## src/rtl/svm_sv_classifier.sv

```systemverilog
// svm_sv_classifier
//   Captures the support-vector stream (alpha, x_sv, y_sv) from the SVM
//   trainer. After training is done it classifies 9-bit test samples with
//   a linear kernel:
//       score = bias + sum_i y_i * alpha_i * (x_sv_i * x)
//   It returns a +1/-1 label for each sample. The sum is computed one
//   stored support vector per clock cycle.
//
// Optional feature: define SVM_SCORE_OUT_EN to add the `score` output port.
//   `score` holds the final accumulator value from the most recent result.
//
// Ports:
//   clk, resetn        clock, asynchronous active-low reset
//   sv_valid           trainer word valid (used only in LOAD)
//   alpha_in, x_sv_in  unsigned 9-bit multiplier and support-vector sample
//   y_sv_in            signed 2-bit label; only +1 and -1 are stored
//   train_done         moves LOAD -> READY
//   sv_clear           synchronous flush; returns to LOAD
//   bias               signed decision offset, sampled when a test is accepted
//   test_valid/test_x  test sample handshake (valid) and data
//   test_ready         high in READY
//   result_valid       one-cycle pulse when the label is valid
//   result_label       +1 (2'b01) or -1 (2'b11); held until the next result
//   sv_count           number of stored support-vector entries
//   sv_overflow        sticky; set when a word is dropped because the buffer is full
//   score              (SVM_SCORE_OUT_EN only) final accumulator of the last result
module svm_sv_classifier #(
    parameter int MAX_SV = 64,
    parameter int CNT_W  = 7,
    parameter int ACC_W  = 36
) (
    input  logic                    clk,
    input  logic                    resetn,
    input  logic                    sv_valid,
    input  logic [8:0]              alpha_in,
    input  logic [8:0]              x_sv_in,
    input  logic [1:0]              y_sv_in,
    input  logic                    train_done,
    input  logic                    sv_clear,
    input  logic signed [ACC_W-1:0] bias,
    input  logic                    test_valid,
    input  logic [8:0]              test_x,
    output logic                    test_ready,
    output logic                    result_valid,
    output logic [1:0]              result_label,
    output logic [CNT_W-1:0]        sv_count,
    output logic                    sv_overflow
`ifdef SVM_SCORE_OUT_EN
   ,output logic signed [ACC_W-1:0] score
`endif
);

    localparam int IDX_W  = (MAX_SV > 1) ? $clog2(MAX_SV) : 1;
    localparam int PROD_W = 27;

    typedef enum logic [1:0] {
        S_LOAD,
        S_READY,
        S_ACCUM,
        S_RESULT
    } state_t;

    state_t r_state, w_state_next;

    // Support-vector buffer. y is stored as one bit: 1 means -1.
    logic [8:0] r_alpha [MAX_SV];
    logic [8:0] r_xsv   [MAX_SV];
    logic       r_yneg  [MAX_SV];

    logic [CNT_W-1:0]        r_count;
    logic [CNT_W-1:0]        r_idx;
    logic                    r_ovf;
    logic [8:0]              r_x;
    logic signed [ACC_W-1:0] r_acc;
    logic [1:0]              r_label;

    logic                    w_y_ok;
    logic                    w_full;
    logic                    w_sv_word;
    logic                    w_sv_take;
    logic                    w_sv_drop;
    logic                    w_accept;
    logic                    w_last;
    logic [IDX_W-1:0]        w_rd_idx;
    logic [IDX_W-1:0]        w_wr_idx;
    logic [PROD_W-1:0]       w_prod;
    logic signed [ACC_W-1:0] w_prod_ext;
    logic signed [ACC_W-1:0] w_acc_step;
    logic signed [ACC_W-1:0] w_acc_final;

    assign w_y_ok    = (y_sv_in == 2'b01) || (y_sv_in == 2'b11);
    assign w_full    = (r_count >= CNT_W'(MAX_SV));
    assign w_sv_word = (r_state == S_LOAD) && sv_valid && (alpha_in != '0) && w_y_ok && !sv_clear;
    assign w_sv_take = w_sv_word && !w_full;
    assign w_sv_drop = w_sv_word && w_full;
    assign w_accept  = (r_state == S_READY) && test_valid;
    assign w_last    = (r_idx == r_count - CNT_W'(1));
    assign w_rd_idx  = r_idx[IDX_W-1:0];
    assign w_wr_idx  = r_count[IDX_W-1:0];

    // 9b*9b*9b fits exactly in 27 bits, so the unsigned product never truncates.
    assign w_prod     = PROD_W'(r_alpha[w_rd_idx]) * PROD_W'(r_xsv[w_rd_idx]) * PROD_W'(r_x);
    assign w_prod_ext = {{(ACC_W-PROD_W){1'b0}}, w_prod};
    assign w_acc_step = r_yneg[w_rd_idx] ? (r_acc - w_prod_ext) : (r_acc + w_prod_ext);

    // Value of the final score at the edge that enters RESULT. With an empty
    // buffer that edge is the accept edge, so the score is bias itself.
    assign w_acc_final = (r_state == S_READY) ? bias : w_acc_step;

    assign test_ready   = (r_state == S_READY);
    assign result_valid = (r_state == S_RESULT);
    assign result_label = r_label;
    assign sv_count     = r_count;
    assign sv_overflow  = r_ovf;

    always_comb begin
        w_state_next = r_state;
        if (sv_clear) begin
            w_state_next = S_LOAD;
        end else begin
            case (r_state)
                S_LOAD:   if (train_done) w_state_next = S_READY;
                S_READY:  if (test_valid) w_state_next = (r_count == '0) ? S_RESULT : S_ACCUM;
                S_ACCUM:  if (w_last) w_state_next = S_RESULT;
                S_RESULT: w_state_next = S_READY;
                default:  w_state_next = S_LOAD;
            endcase
        end
    end

    // Buffer storage is not reset; entries at or above sv_count are never read.
    always_ff @(posedge clk) begin
        if (w_sv_take) begin
            r_alpha[w_wr_idx] <= alpha_in;
            r_xsv[w_wr_idx]   <= x_sv_in;
            r_yneg[w_wr_idx]  <= y_sv_in[1];
        end
    end

    always_ff @(posedge clk or negedge resetn) begin
        if (!resetn) begin
            r_state <= S_LOAD;
            r_count <= '0;
            r_idx   <= '0;
            r_ovf   <= 1'b0;
            r_x     <= '0;
            r_acc   <= '0;
            r_label <= '0;
        end else begin
            r_state <= w_state_next;
            if (sv_clear) begin
                r_count <= '0;
                r_idx   <= '0;
                r_ovf   <= 1'b0;
                r_acc   <= '0;
            end else begin
                if (w_sv_take) r_count <= r_count + CNT_W'(1);
                if (w_sv_drop) r_ovf   <= 1'b1;
                if (w_accept) begin
                    r_x   <= test_x;
                    r_acc <= bias;
                    r_idx <= '0;
                end else if (r_state == S_ACCUM) begin
                    r_acc <= w_acc_step;
                    r_idx <= r_idx + CNT_W'(1);
                end
                // Register the label at the edge that enters RESULT, so it
                // is already valid while result_valid is high.
                if (w_state_next == S_RESULT)
                    r_label <= w_acc_final[ACC_W-1] ? 2'b11 : 2'b01;
            end
        end
    end

`ifdef SVM_SCORE_OUT_EN
    always_ff @(posedge clk or negedge resetn) begin
        if (!resetn)
            score <= '0;
        else if (sv_clear)
            score <= '0;
        else if (w_state_next == S_RESULT)
            score <= w_acc_final;
    end
`else
    // Without SVM_SCORE_OUT_EN the final score is seen only through result_label.
`endif

endmodule

```

## config.mk

```make
export PLATFORM = sky130hd
export DESIGN_NAME = svm_sv_classifier
export DESIGN_NICKNAME = d
export VERILOG_FILES = /design/src/rtl/svm_sv_classifier.sv
export SDC_FILE = /design/constraint.sdc
export NUM_CORES = 2
export LEC_CHECK = 0
export BUFFER_PORTS_ARGS = -buffer_cell sky130_fd_sc_hd__buf_2
export CORE_MARGIN = 3
export CORE_UTILIZATION = 60
export CTS_BUF_LIST = sky130_fd_sc_hd__clkbuf_16
export CTS_CLUSTER_SIZE = 24
export DETAILED_ROUTE_END_ITERATION = 16
export GPL_TIMING_DRIVEN = 0
export PLACE_DENSITY = 0.76
export RECOVER_POWER = 25
export SYNTH_ARGS = -nofsm -noshare
export SYNTH_HDL_FRONTEND = slang
export SYNTH_SLANG_ARGS = --single-unit
```

## constraint.sdc

```tcl
create_clock -name clk -period 31.1 [get_ports clk]
set_input_delay 6.22 -clock clk [delete_from_list [all_inputs] [get_ports clk]]
set_output_delay 6.22 -clock clk [all_outputs]
set_load 0.02 [all_outputs]
```

=== Yosys cells after proc, flatten, opt, wreduce, memory -nomap -nowiden ===
Memory sizes are Yosys's and may differ from the RTL's.
Cells that the tools add are included.
Widths: inputs -> output; s select.

* Register bits after elaboration: 64
* Latch bits: 0
* Bits in writable memories: 1,216
* ROM bits: 0
* Input bits: 71
* Output and inout port bits: 12
* Logic and storage cells: 65
* Memories: 3

* Add/subtract/negate cells: 5
* Multiply operators: 2
* Divide/modulo/power cells: 0
* Magnitude comparators: 1
* Eq/ne operators: 7
* Shift operators: 0
* Multiplexer cells: 21
* Bitwise gates (word level): 1
* Reduce and logical (&&, ||, !) cells: 18

{| class="wikitable"
|+ Memory list
! memory !! depth !! bits a word !! rd ports !! clocked after memory_dff !! write ports !! RTL line !! RTL
|-
| r_alpha || 64 || 9 || 1 || 0 || 1 || 66 || <nowiki>logic [8:0] r_alpha [MAX_SV];</nowiki>
|-
| r_xsv || 64 || 9 || 1 || 0 || 1 || 67 || <nowiki>logic [8:0] r_xsv [MAX_SV];</nowiki>
|-
| r_yneg || 64 || 1 || 1 || 0 || 1 || 68 || <nowiki>logic r_yneg [MAX_SV];</nowiki>
|}

{| class="wikitable"
|+ Operator list
! cell !! count
|-
| $mux 36 || 5
|-
| $add 36x28->36 || 1
|-
| $sub 36x28->36 || 1
|-
| $mux 7 || 5
|-
| $mul 18x9->27 || 1
|-
| $mul 9x9->18 || 1
|-
| $add 7x1->7 const B || 2
|-
| $mux 2 || 5
|-
| $reduce_bool 9->1 || 1
|-
| $eq 2x2->1 const B || 4
|-
| $pmux 2 s4 || 1
|-
| $eq 7x7->1 || 1
|-
| $ge 7x7->1 const B || 1
|-
| $logic_and 1x1->1 || 7
|-
| $logic_not 7->1 || 1
|-
| $sub 7x1->7 const B || 1
|-
| $mux 1 || 5
|-
| $eq 2x1->1 const B || 2
|-
| $reduce_and 2->1 || 2
|-
| $reduce_bool 2->1 || 2
|-
| $reduce_bool 3->1 || 1
|-
| $logic_not 1->1 || 2
|-
| $logic_not 2->1 || 1
|-
| $logic_or 1x1->1 || 1
|-
| $not 1->1 || 1
|}

=== Logic depth before layout (Yosys ltp) ===
* Depth after elaboration: 8
* Gate-level depth with buffers: 64
* Depth with buffers taken out: 58

=== Worst setup path before layout ===
No wires, ideal clock.

* Kind: reg2reg
* Start: register r_idx[0]
* End: register r_label[1] (netlist: result_label[1])
* Setup time: 0.124 ns
* Arrival time: 13.947 ns
* Data required time: 30.976 ns
* Setup slack: 17.029 ns
* Stages on the path, launching flop included: 59
* Buffers on the path: 7
* Clock period less this slack: 14.071 ns
* Cell sequence: dfrtp_1 buf_6 buf_6 buf_2 buf_1 buf_1 clkbuf_1 mux2i_1 o221ai_1 o22ai_1 a21oi_1 mux4_2 and2_1 fa_1 inv_1 fa_1 inv_1 fa_1 [23 not listed] nand2_1 xor2_1 nand4b_1 or4_1 buf_2 o21ai_0 xor2_1 ha_1 nand3_1 or2_2 or3_1 nand3_1 nand3_1 a21oi_1 xor2_1 nand2b_1 mux2i_1 a211o_1

* Longest elaborated chain between the ends: 7
* Elaborated cells between the ends (all ways): 16
* Those cells by class: add/sub (2); mul (2); eq/ne (2); mux (6); reduce/logical (1); memory (3)

{| class="wikitable"
|+ RTL lines
! item !! RTL line !! RTL
|-
| start: declaration || 71 || <nowiki>logic [CNT_W-1:0] r_idx;</nowiki>
|-
| start signal: assignment || 165 || <nowiki>r_idx <= r_idx + CNT_W'(1);</nowiki>
|-
| $mem_v2 64x9 (on tied branches) || n/a ||
|-
| $mul 9x9->18 || 102 || <nowiki>assign w_prod = PROD_W'(r_alpha[w_rd_idx]) * PROD_W'(r_xsv[w_rd_idx]) * PROD_W'(r_x);</nowiki>
|-
| $mul 18x9->27 || 102 ||
|-
| $add 36x28->36 or $sub 36x28->36 (tied branches) || 104 || <nowiki>assign w_acc_step = r_yneg[w_rd_idx] ? (r_acc - w_prod_ext) : (r_acc + w_prod_ext);</nowiki>
|-
| $mux 36 || 104 ||
|-
| $mux 36 || 108 || <nowiki>assign w_acc_final = (r_state == S_READY) ? bias : w_acc_step;</nowiki>
|-
| $mux 2 || 170 || <nowiki>r_label <= w_acc_final[ACC_W-1] ? 2'b11 : 2'b01;</nowiki>
|-
| end signal: assignment || 170 ||
|-
| end: declaration || 75 || <nowiki>logic [1:0] r_label;</nowiki>
|}

Several ways; a longest one is shown, not always the timed one.
A chain may end at the register's enable or synchronous reset.

=== Worst setup path after layout ===
* Start: register r_idx[1]
* End: register r_label[1] (netlist: result_label[1])

The elaborated chain is that of the path after synthesis.

==> metrics <==
GRT Util Overall 33.3%; post-DP HPWL approximately 110000 µm; max-cap viol count 12; largest net degree at the start of global routing 66; initial antenna violation count 2; worst hold path class flip-flop to flip-flop; Clock Sinks 1280; Syn-to-layout area delta 11.8%; top-level port count 83; final wirelength 171000 µm; status complete, but fails checks; hold depth 1; family with the most delay on the worst path adder cells; Synth top area share 60.7%; Initial Util around 61%; reg2reg path depth 59; biggest area consumer among synthesized cells edfxtp_1; synthesized area per cell roughly 15 µm²; endpoints failing setup 0; Slew Limit Headroom -154%; Mapped Nets 4281; cell area after synthesis approximately 0.060 mm²; fin crit share about three fifths; Remaining Overflow, GRT 0; crit-path max FO 10; post-synthesis cell count 3922; Critical Path RT 31700 ps; post-cts resize count 0; worst path bufs/invs 13; Die H 323 µm; CP Launch Type flip-flop; DR WL/cell 30.8 µm; setup bufs post-CTS 0; non-filler instance count after layout 5560; count leader, synth edfxtp_1; worst clock skew 65.6 ps; Vias ~37000; RSZ-0062 raised after global routing false; Max Freq 0.0544 GHz; FFs w/ async S/R, synth 5.00%; H-tree depth 3; core box area 0.0989 mm²; Synth area leaders edfxtp_1, mux4_2, fa_1; # DRC 0; clock buffer depth 3; CTS tree yes; Fin. Hold Viols 0; Slew Limit Fails 786; Worst setup EP type flip-flop; Worst Tran Pin Value 3800 ps; fillcell total 6386; Routed Antenna Nets 0; Main synth FF type edfxtp_1; YS warnings 0; Most common cell on crit path fa_1; EDFF count, synth 1216; Port Buffers 82; Final nets 4525; sequential share of the synthesized area between 60% and 70%; critical path's largest stage delay just under 900 ps; minimum clock period 18380 ps; commonest cells in the netlist edfxtp_1, nand2_1, mux2i_1, inv_1, a21oi_1; fraction of layout cells with a size suffix above 1 14.5%; iteration count of the initial detailed-routing pass 6; Reg clk slew, reported paths approximately 60 ps; total CTS buffers 120; CTS Root Cell clkbuf_16; Die Wd 323 µm; Worst-Skew Late Latency around 760 ps; violated checks max-capacitance violations, max-slew violations; Vias/cell around 6.7; die area 0.104 mm²; CP max-delay cell clkbuf_1; vias in the first global route 37000; cts hold-fix bufs 0; first-pass GRT wire length 248000 µm; TNS Setup 0 ps; Initial DRC Count 5282; number of synthesized register bits 1280; gpl congestion slightly above 0.9; Stages on worst setup path 59; Post-Place Cells 5331; CP Data Arrival Time 18980 ps; critical path class flip-flop to flip-flop; Core Rows 115; synth unique cells 77
stage by stage:
| stage | setup WS, ps | instance area (µm²) | util (%) | hold slack (ps) |
|---|---|---|---|---|
| 2_1_floorplan | 17030 | 60100 | - | 480 |
| 5_1_grt | 11850 | 67200 | 68.0 | 508 |
| 3_3_place_gp | 13210 | 62200 | 62.9 | 452 |
| 4_1_cts | 12950 | 67200 | 68.0 | 470 |
| 6_report | 12720 | 67200 | 68.0 | 469 |
| 3_5_place_dp | 13030 | 63400 | 64.1 | 452 |
logic make-up after synthesis:
group / synth area share [%]
compound gates: 6.73
buf+inv: 2.61
simple gates: 5.71
mux: 12.1
xor+xnor: 1.43
fa+ha+maj: 8.04
flops: 63.4
state kept, by name, summed over array words and instances, names as in the netlist:
name          count
r_yneg           64
r_xsv           576
sv_count          7
result_label      2
r_acc            36
r_state           2
r_idx             7
sv_overflow       1
r_x               9
r_alpha         576
final timing paths:
check                           slack [ps]            start         endpoint
worst max register to register       12720         r_idx[1]  result_label[1]
worst max-delay path                 12720         r_idx[1]  result_label[1]
worst min-delay path                   470  result_label[0]  result_label[0]
min in group asynchronous             6810           resetn           r_x[6]
max in group asynchronous            22130           resetn         r_idx[5]
worst min register to register         470  result_label[0]  result_label[0]
cell type report:
type	count	area [µm²]	area share, %
buffer	192	768	1.14
timing repair buffer	122	1230	1.83
clock inverter	105	840	1.25
antenna	4	10.0	0.0149
multi-input combinational	2236	20900	31.0
sequential	1280	38100	56.7
tap	1287	1610	2.40
clock buffer	120	3000	4.47
inverter	214	803	1.19
routing by layer:
layer	wire, µm	GRT usage, %	part of all wire [%]
met5	0	0	0
met2	80500	53.1	47
met3	19100	8.20	11
met1	60500	42.6	35
met4	11200	18.3	6.6
placed cells by master (no fill, tap or decap), types with 27 or more instances in the layout:
master and instances:
edfxtp_1 1216, nand2_1 272, inv_1 244, mux2i_1 232
a21oi_1 208, mux4_2 172, fa_1 164, clkbuf_1 150
o21ai_0 137, and2_1 125, ha_1 124, clkbuf_16 120
nor2_1 89, buf_2 80, mux2_2 79, o22ai_1 72
o221ai_1 70, dfrtp_1 64, xnor2_1 56, nor2_4 48
xor2_1 42, buf_1 40, nand2b_1 31, nand3_1 29
clkinv_1 29, a21o_1 28, nor2b_1 27
Power is left out: the tool's default activity adds up to more than one toggle a clock period on the data nets, which glitch-free logic cannot reach.
